## src/rtl/ubin_pkg.sv

```systemverilog
// ----------------------------------------------------------------------------
// ubin_pkg
// Shared definitions for the unary-bitstream accumulator:
//   state_e  - accumulator FSM states (IDLE, COUNT, HOLD)
//   win_len  - number of sampled bits in one window for a given BITWIDTH
// ----------------------------------------------------------------------------
package ubin_pkg;

    typedef enum logic [1:0] {
        IDLE  = 2'd0,
        COUNT = 2'd1,
        HOLD  = 2'd2
    } state_e;

    // Window length is 2^bitwidth sampled bits.
    function automatic int unsigned win_len(input int unsigned bitwidth);
        return 32'd1 << bitwidth;
    endfunction

endpackage : ubin_pkg

```

## src/rtl/ucnt.sv

```systemverilog
// ----------------------------------------------------------------------------
// ucnt
// WIDTH-bit up-counter with synchronous clear and a qualified 1-bit increment.
// Ports:
//   iClk   - clock, rising edge
//   iRstN  - asynchronous active-low reset, counter -> 0
//   iClr   - synchronous clear, wins over iEn
//   iEn    - when 1, iInc is added to the count
//   iInc   - increment amount (0 or 1)
//   oCount - current count (registered)
// ----------------------------------------------------------------------------
module ucnt #(
    parameter int unsigned WIDTH = 9
) (
    input  logic             iClk,
    input  logic             iRstN,
    input  logic             iClr,
    input  logic             iEn,
    input  logic             iInc,
    output logic [WIDTH-1:0] oCount
);

    logic [WIDTH-1:0] count_d;
    logic [WIDTH-1:0] count_q;

    always_comb begin
        count_d = count_q;
        if (iClr) begin
            count_d = '0;
        end else if (iEn) begin
            count_d = count_q + WIDTH'(iInc);
        end
    end

    always_ff @(posedge iClk or negedge iRstN) begin
        if (!iRstN) begin
            count_q <= '0;
        end else begin
            count_q <= count_d;
        end
    end

    assign oCount = count_q;

endmodule : ucnt

```

## src/rtl/ubin_accum.sv

```systemverilog
// ----------------------------------------------------------------------------
// ubin_accum
// Counts the ones in a window of 2^BITWIDTH qualified bits of a unary
// bitstream (e.g. a stochastic multiplier product) and hands the count to a
// consumer with a valid/ready handshake.
// Ports:
//   iClk   - clock, rising edge
//   iRstN  - asynchronous active-low reset
//   iClr   - synchronous clear, aborts any window, highest priority
//   iStart - start a window (IDLE, or HOLD together with iReady)
//   iEn    - qualifies iBit while counting
//   iBit   - bitstream input
//   iReady - consumer accepts the result while oValid=1
//   oData  - ones count of the completed window, 0..2^BITWIDTH
//   oValid - oData holds a completed result
//   oBusy  - a window is being counted
// ----------------------------------------------------------------------------
module ubin_accum
    import ubin_pkg::*;
#(
    parameter int unsigned BITWIDTH = 8
) (
    input  logic              iClk,
    input  logic              iRstN,
    input  logic              iClr,
    input  logic              iStart,
    input  logic              iEn,
    input  logic              iBit,
    input  logic              iReady,
    output logic [BITWIDTH:0] oData,
    output logic              oValid,
    output logic              oBusy
);

    localparam int unsigned CW = BITWIDTH + 1;

    // Length value seen while the final bit of the window is being sampled.
    localparam logic [CW-1:0] LAST_LEN = CW'(win_len(BITWIDTH) - 1);

    state_e          state_d;
    state_e          state_q;
    logic            valid_d;
    logic            valid_q;
    logic            busy_d;
    logic            busy_q;
    logic            cnt_clr;
    logic            cnt_en;
    logic [CW-1:0]   ones_cnt;
    logic [CW-1:0]   len_cnt;

    // NOTE: every signal written here gets a default first, so no path leaves
    // it unassigned and no latch is inferred.
    always_comb begin
        state_d = state_q;
        cnt_clr = 1'b0;
        cnt_en  = 1'b0;

        if (iClr) begin
            state_d = IDLE;
            cnt_clr = 1'b1;
        end else begin
            unique case (state_q)
                IDLE: begin
                    if (iStart) begin
                        state_d = COUNT;
                        cnt_clr = 1'b1;
                    end
                end
                COUNT: begin
                    // iStart is deliberately not looked at here.
                    if (iEn) begin
                        cnt_en = 1'b1;
                        if (len_cnt == LAST_LEN) begin
                            state_d = HOLD;
                        end
                    end
                end
                HOLD: begin
                    if (iReady) begin
                        if (iStart) begin
                            // Back-to-back window: no idle cycle in between.
                            state_d = COUNT;
                            cnt_clr = 1'b1;
                        end else begin
                            state_d = IDLE;
                        end
                    end
                end
                default: begin
                    state_d = IDLE;
                    cnt_clr = 1'b1;
                end
            endcase
        end

        // Outputs are decoded from the next state and registered, so they
        // change on the same edge as the state and have no input-to-output
        // combinational path.
        valid_d = (state_d == HOLD);
        busy_d  = (state_d == COUNT);
    end

    // NOTE: state flops use non-blocking assignments so every flop samples
    // values from before the edge, independent of statement order.
    always_ff @(posedge iClk or negedge iRstN) begin
        if (!iRstN) begin
            state_q <= IDLE;
            valid_q <= 1'b0;
            busy_q  <= 1'b0;
        end else begin
            state_q <= state_d;
            valid_q <= valid_d;
            busy_q  <= busy_d;
        end
    end

    // Ones counter: adds iBit only on qualified cycles in COUNT.
    ucnt #(
        .WIDTH (CW)
    ) u_ones (
        .iClk   (iClk),
        .iRstN  (iRstN),
        .iClr   (cnt_clr),
        .iEn    (cnt_en),
        .iInc   (iBit),
        .oCount (ones_cnt)
    );

    // Length counter: counts qualified cycles in COUNT.
    ucnt #(
        .WIDTH (CW)
    ) u_len (
        .iClk   (iClk),
        .iRstN  (iRstN),
        .iClr   (cnt_clr),
        .iEn    (cnt_en),
        .iInc   (1'b1),
        .oCount (len_cnt)
    );

    // The ones counter stops moving once the window completes, so it doubles
    // as the result register while oValid is high.
    assign oData  = ones_cnt;
    assign oValid = valid_q;
    assign oBusy  = busy_q;

endmodule : ubin_accum

```

## config.mk

```make
export PLATFORM = sky130hd
export DESIGN_NAME = ubin_accum
export DESIGN_NICKNAME = d
export VERILOG_FILES = /design/src/rtl/ubin_pkg.sv /design/src/rtl/ucnt.sv /design/src/rtl/ubin_accum.sv
export SDC_FILE = /design/constraint.sdc
export NUM_CORES = 1
export LEC_CHECK = 0
export BUFFER_PORTS_ARGS = -buffer_cell sky130_fd_sc_hd__clkbuf_2
export CORE_ASPECT_RATIO = 0.8
export CORE_MARGIN = 3
export CORE_UTILIZATION = 30
export DETAILED_ROUTE_END_ITERATION = 16
export GPL_ROUTABILITY_DRIVEN = 0
export PLACE_DENSITY = 0.44
export SETUP_SLACK_MARGIN = 0.3
export SLEW_MARGIN = 20
export SYNTH_ARGS = -nofsm -noshare
export SYNTH_HDL_FRONTEND = slang
export SYNTH_SLANG_ARGS = --single-unit
```

## constraint.sdc

```tcl
create_clock -name iClk -period 2.1 [get_ports iClk]
set_clock_uncertainty 0.05 [all_clocks]
set_input_delay 0.21 -clock iClk [delete_from_list [all_inputs] [get_ports iClk]]
set_output_delay 0.21 -clock iClk [all_outputs]
set_load 0.03 [all_outputs]
```

==> reports/summary.txt <==
Cell Count, Final, Fillers Out = 175
Cts bufs inserted = 3
Worst skew pair latency = 0.26 ns
Area delta synth->final = 17.0%
Multi-input gate area = 576 um2
Global-route wire length before repair = 4240 um
Root Buffer = clkbuf_8
Synth cell count leaders = dfrtp_1 (22), a21oi_1 (17), nor2_1 (8)
Global-route usage over all layers = 12.0%
Netlist cell types = 25
Ant. Diodes = 0
Pin count of the biggest net entering global routing = 23
Share of layout cells above drive strength 1 = 22.6%
CTS max path bufs = 2
PortBufs = 17
CP max FO = 7
Hold Fails Final Rpt = 0
Syn_area_per_cell = 10.3 um2
Tcrit/Tclk final = 80.6%
Post-Syn Nets = 123
Initial antenna violation count = 0
Vias per cell = 5.24
Status = finished, final reports clean
Fill cell count = 368
Most numerous cell in the Yosys netlist = dfrtp_1
DR pass1 iterations = 4
# Post-CTS Setup Buffers = 0
Chip height = 61.4 um
Post-route setup TNS = 0 ns
Top_reg_cell synth = dfrtp_1
Maximum vdd drop = 0.234 mV
Pleak = 0.000618 uW
Slowest stage cell, crit path = or4_1
Ys Warns = 0
Async set or reset register ratio after synthesis = 100%
Hold Startpoint = iClr
Max frequency = 0.591 GHz
Crit. Startpoint = u_ones.oCount[0]
Pwr/cell area = 570 nW/um2
DP Wirelength = 1840 um
DR vias = 917
CP arrival = 1.84 ns
Post-Synthesis Cell Area = 1150 um2
Slew Limit Headroom = 62.7%
Setup violations, final = 0
Nets = 145
Placed cells = 170
Detailed-route DRC error count = 0
Total Die Area = 4620 um2
Synth area leader = dfrtp_1
Fin Hold WS = 0.119 ns
CTS tree = yes
Count of clock tree sinks = 22
Core ar. = 3570 um2
CP max stage delay = 0.53 ns
Critical Setup Path Class = reg -> reg
Grt ovf = 0
Initial Util = 32.3%
Gate Count Post-Synth = 112
Worst-path clk slew = 0.08 ns
Synth top area share = 47.8%
# rows = 19
CP endpoint kind = flop
Final Util = 37.8%
Sequential cell area = 552 um2
EDFF count, synth = 0
Vias in the first global route = 901
Routed WL = 2500 um
Slew @ Worst Pin = 0.560 ns
Hold WC Path Type = in -> reg
Period minus WS final = 1.69 ns
Top post-synthesis cells by area = dfrtp_1 (48%), a21oi_1 (7.4%), ha_1 (4.3%), nand4b_4 (4.1%), or4_1 (3.9%)
Most used cell, CP = ha_2
Routed len/inst = 14.3 um
Initial DRC Count = 26
Top-Level Pins = 18
Final Max Slew Viols = 0
Register bit total from synthesis = 22
Required time of the critical path = 2.24 ns
Die Span X = 75.3 um
Final ANT Viol Nets = 0
FF-to-FF Start = u_ones.oCount[0]
H-tree depth = 1
Register area share after synthesis = 47.8%
CP cell instances = ha_2 > ha_2 > nand4b_4 > or4_1 > a21oi_1
Type of origin of the critical path = flop
RSZ-0062 raised after global routing = no
Max cap viols = 0
==> logic make-up after synthesis <==
group,after synthesis,share of synthesized area (%)
and+or+nand+nor,45,25.4
AOI/OAI and AO/OA,30,14.9
muxes,3,2.61
buffers and inverters,5,2.61
adders and majority gates,4,4.35
xor gates and xnor gates,3,2.28
DFF,22,47.8
==> routing by layer <==
metal	part of all wire, %	track usage (%)
met1	53	18.0
met2	42	17.2
met3	4.6	3.59
met4	0.72	2.24
met5	0	0
==> state kept, by name, summed over array words and instances, names as in the netlist <==
name,count
u_len.oCount,9
u_ones.oCount,9
state_q,2
oBusy,1
oValid,1
==> through the flow <==
step | area, um2 | total power, uW | worst slack, ns
2_1_floorplan | 1150 | 479 | 0.360
3_3_place_gp | 1290 | 506 | 0.422
3_5_place_dp | 1290 | 507 | 0.405
4_1_cts | 1340 | 787 | 0.373
5_1_grt | 1350 | 802 | 0.321
6_report | 1350 | 767 | 0.407
==> placed cells by master, fill, tap and decap left out, types with 2 or more instances in the layout <==
cell type	Yosys	routed
nor2_1	8	8
or4_1	6	6
nand2b_1	2	2
buf_4	0	3
ha_1	4	2
nand3_1	3	3
o21ai_0	6	6
nand4b_4	2	2
nand3b_1	2	2
xor2_1	3	3
clkbuf_2	0	17
nand2_1	7	7
mux2i_1	3	3
nand4_1	5	5
nand4b_1	2	2
o31ai_1	5	5
dfrtp_1	22	21
or3_1	5	5
a21oi_1	17	17
ha_2	0	2
clkbuf_8	0	3
==> worst paths after layout <==
| kind | end | slack (ns) | cells past startpoint |
|---|---|---|---|
| setup / recovery | u_ones.oCount[8] | 0.41 | 5 |
| hold / removal | state_q[1] | 0.12 | 2 |
| setup reg to reg | u_ones.oCount[8] | 0.41 | 5 |
| hold reg to reg | u_len.oCount[8] | 0.48 | 2 |
| max in group asynchronous | u_ones.oCount[0] | 1.19 | 2 |
| min in group asynchronous | u_ones.oCount[8] | 0.42 | 2 |
==> critical path: cells and delay by family, from the launching register on <==
kind                     cells  cell delay, ns
flip-flops                   1            0.37
AND/OR/NAND/NOR              2            0.67
AO/OA/AOI/OAI                1            0.14
adder cells (fa/ha/maj)      2            0.39
==> power breakdown <==
group / internal, uW / switching (uW)
Clock: 135 / 133
Sequential: 428 / 8.29
Combinational: 21.6 / 41.0
Total: 585 / 183
==> cell type report <==
cell class | count | share of cell area, %
tap | 42 | 3.90
inverter | 1 | 0.279
timing repair buffer | 21 | 8.74
sequential | 22 | 41.0
multi-input combinational | 85 | 42.8
clock buffer | 4 | 3.35
==> repair_timing <==
| action | CTS | global route |
|---|---|---|
| setup endpoints to repair | 0 | 1 |
| hold endpoints to repair | 22 | 0 |
| resized for setup | 0 | 2 |
| hold buffers | 1 | 0 |
(Power assumes the default switching activity.)
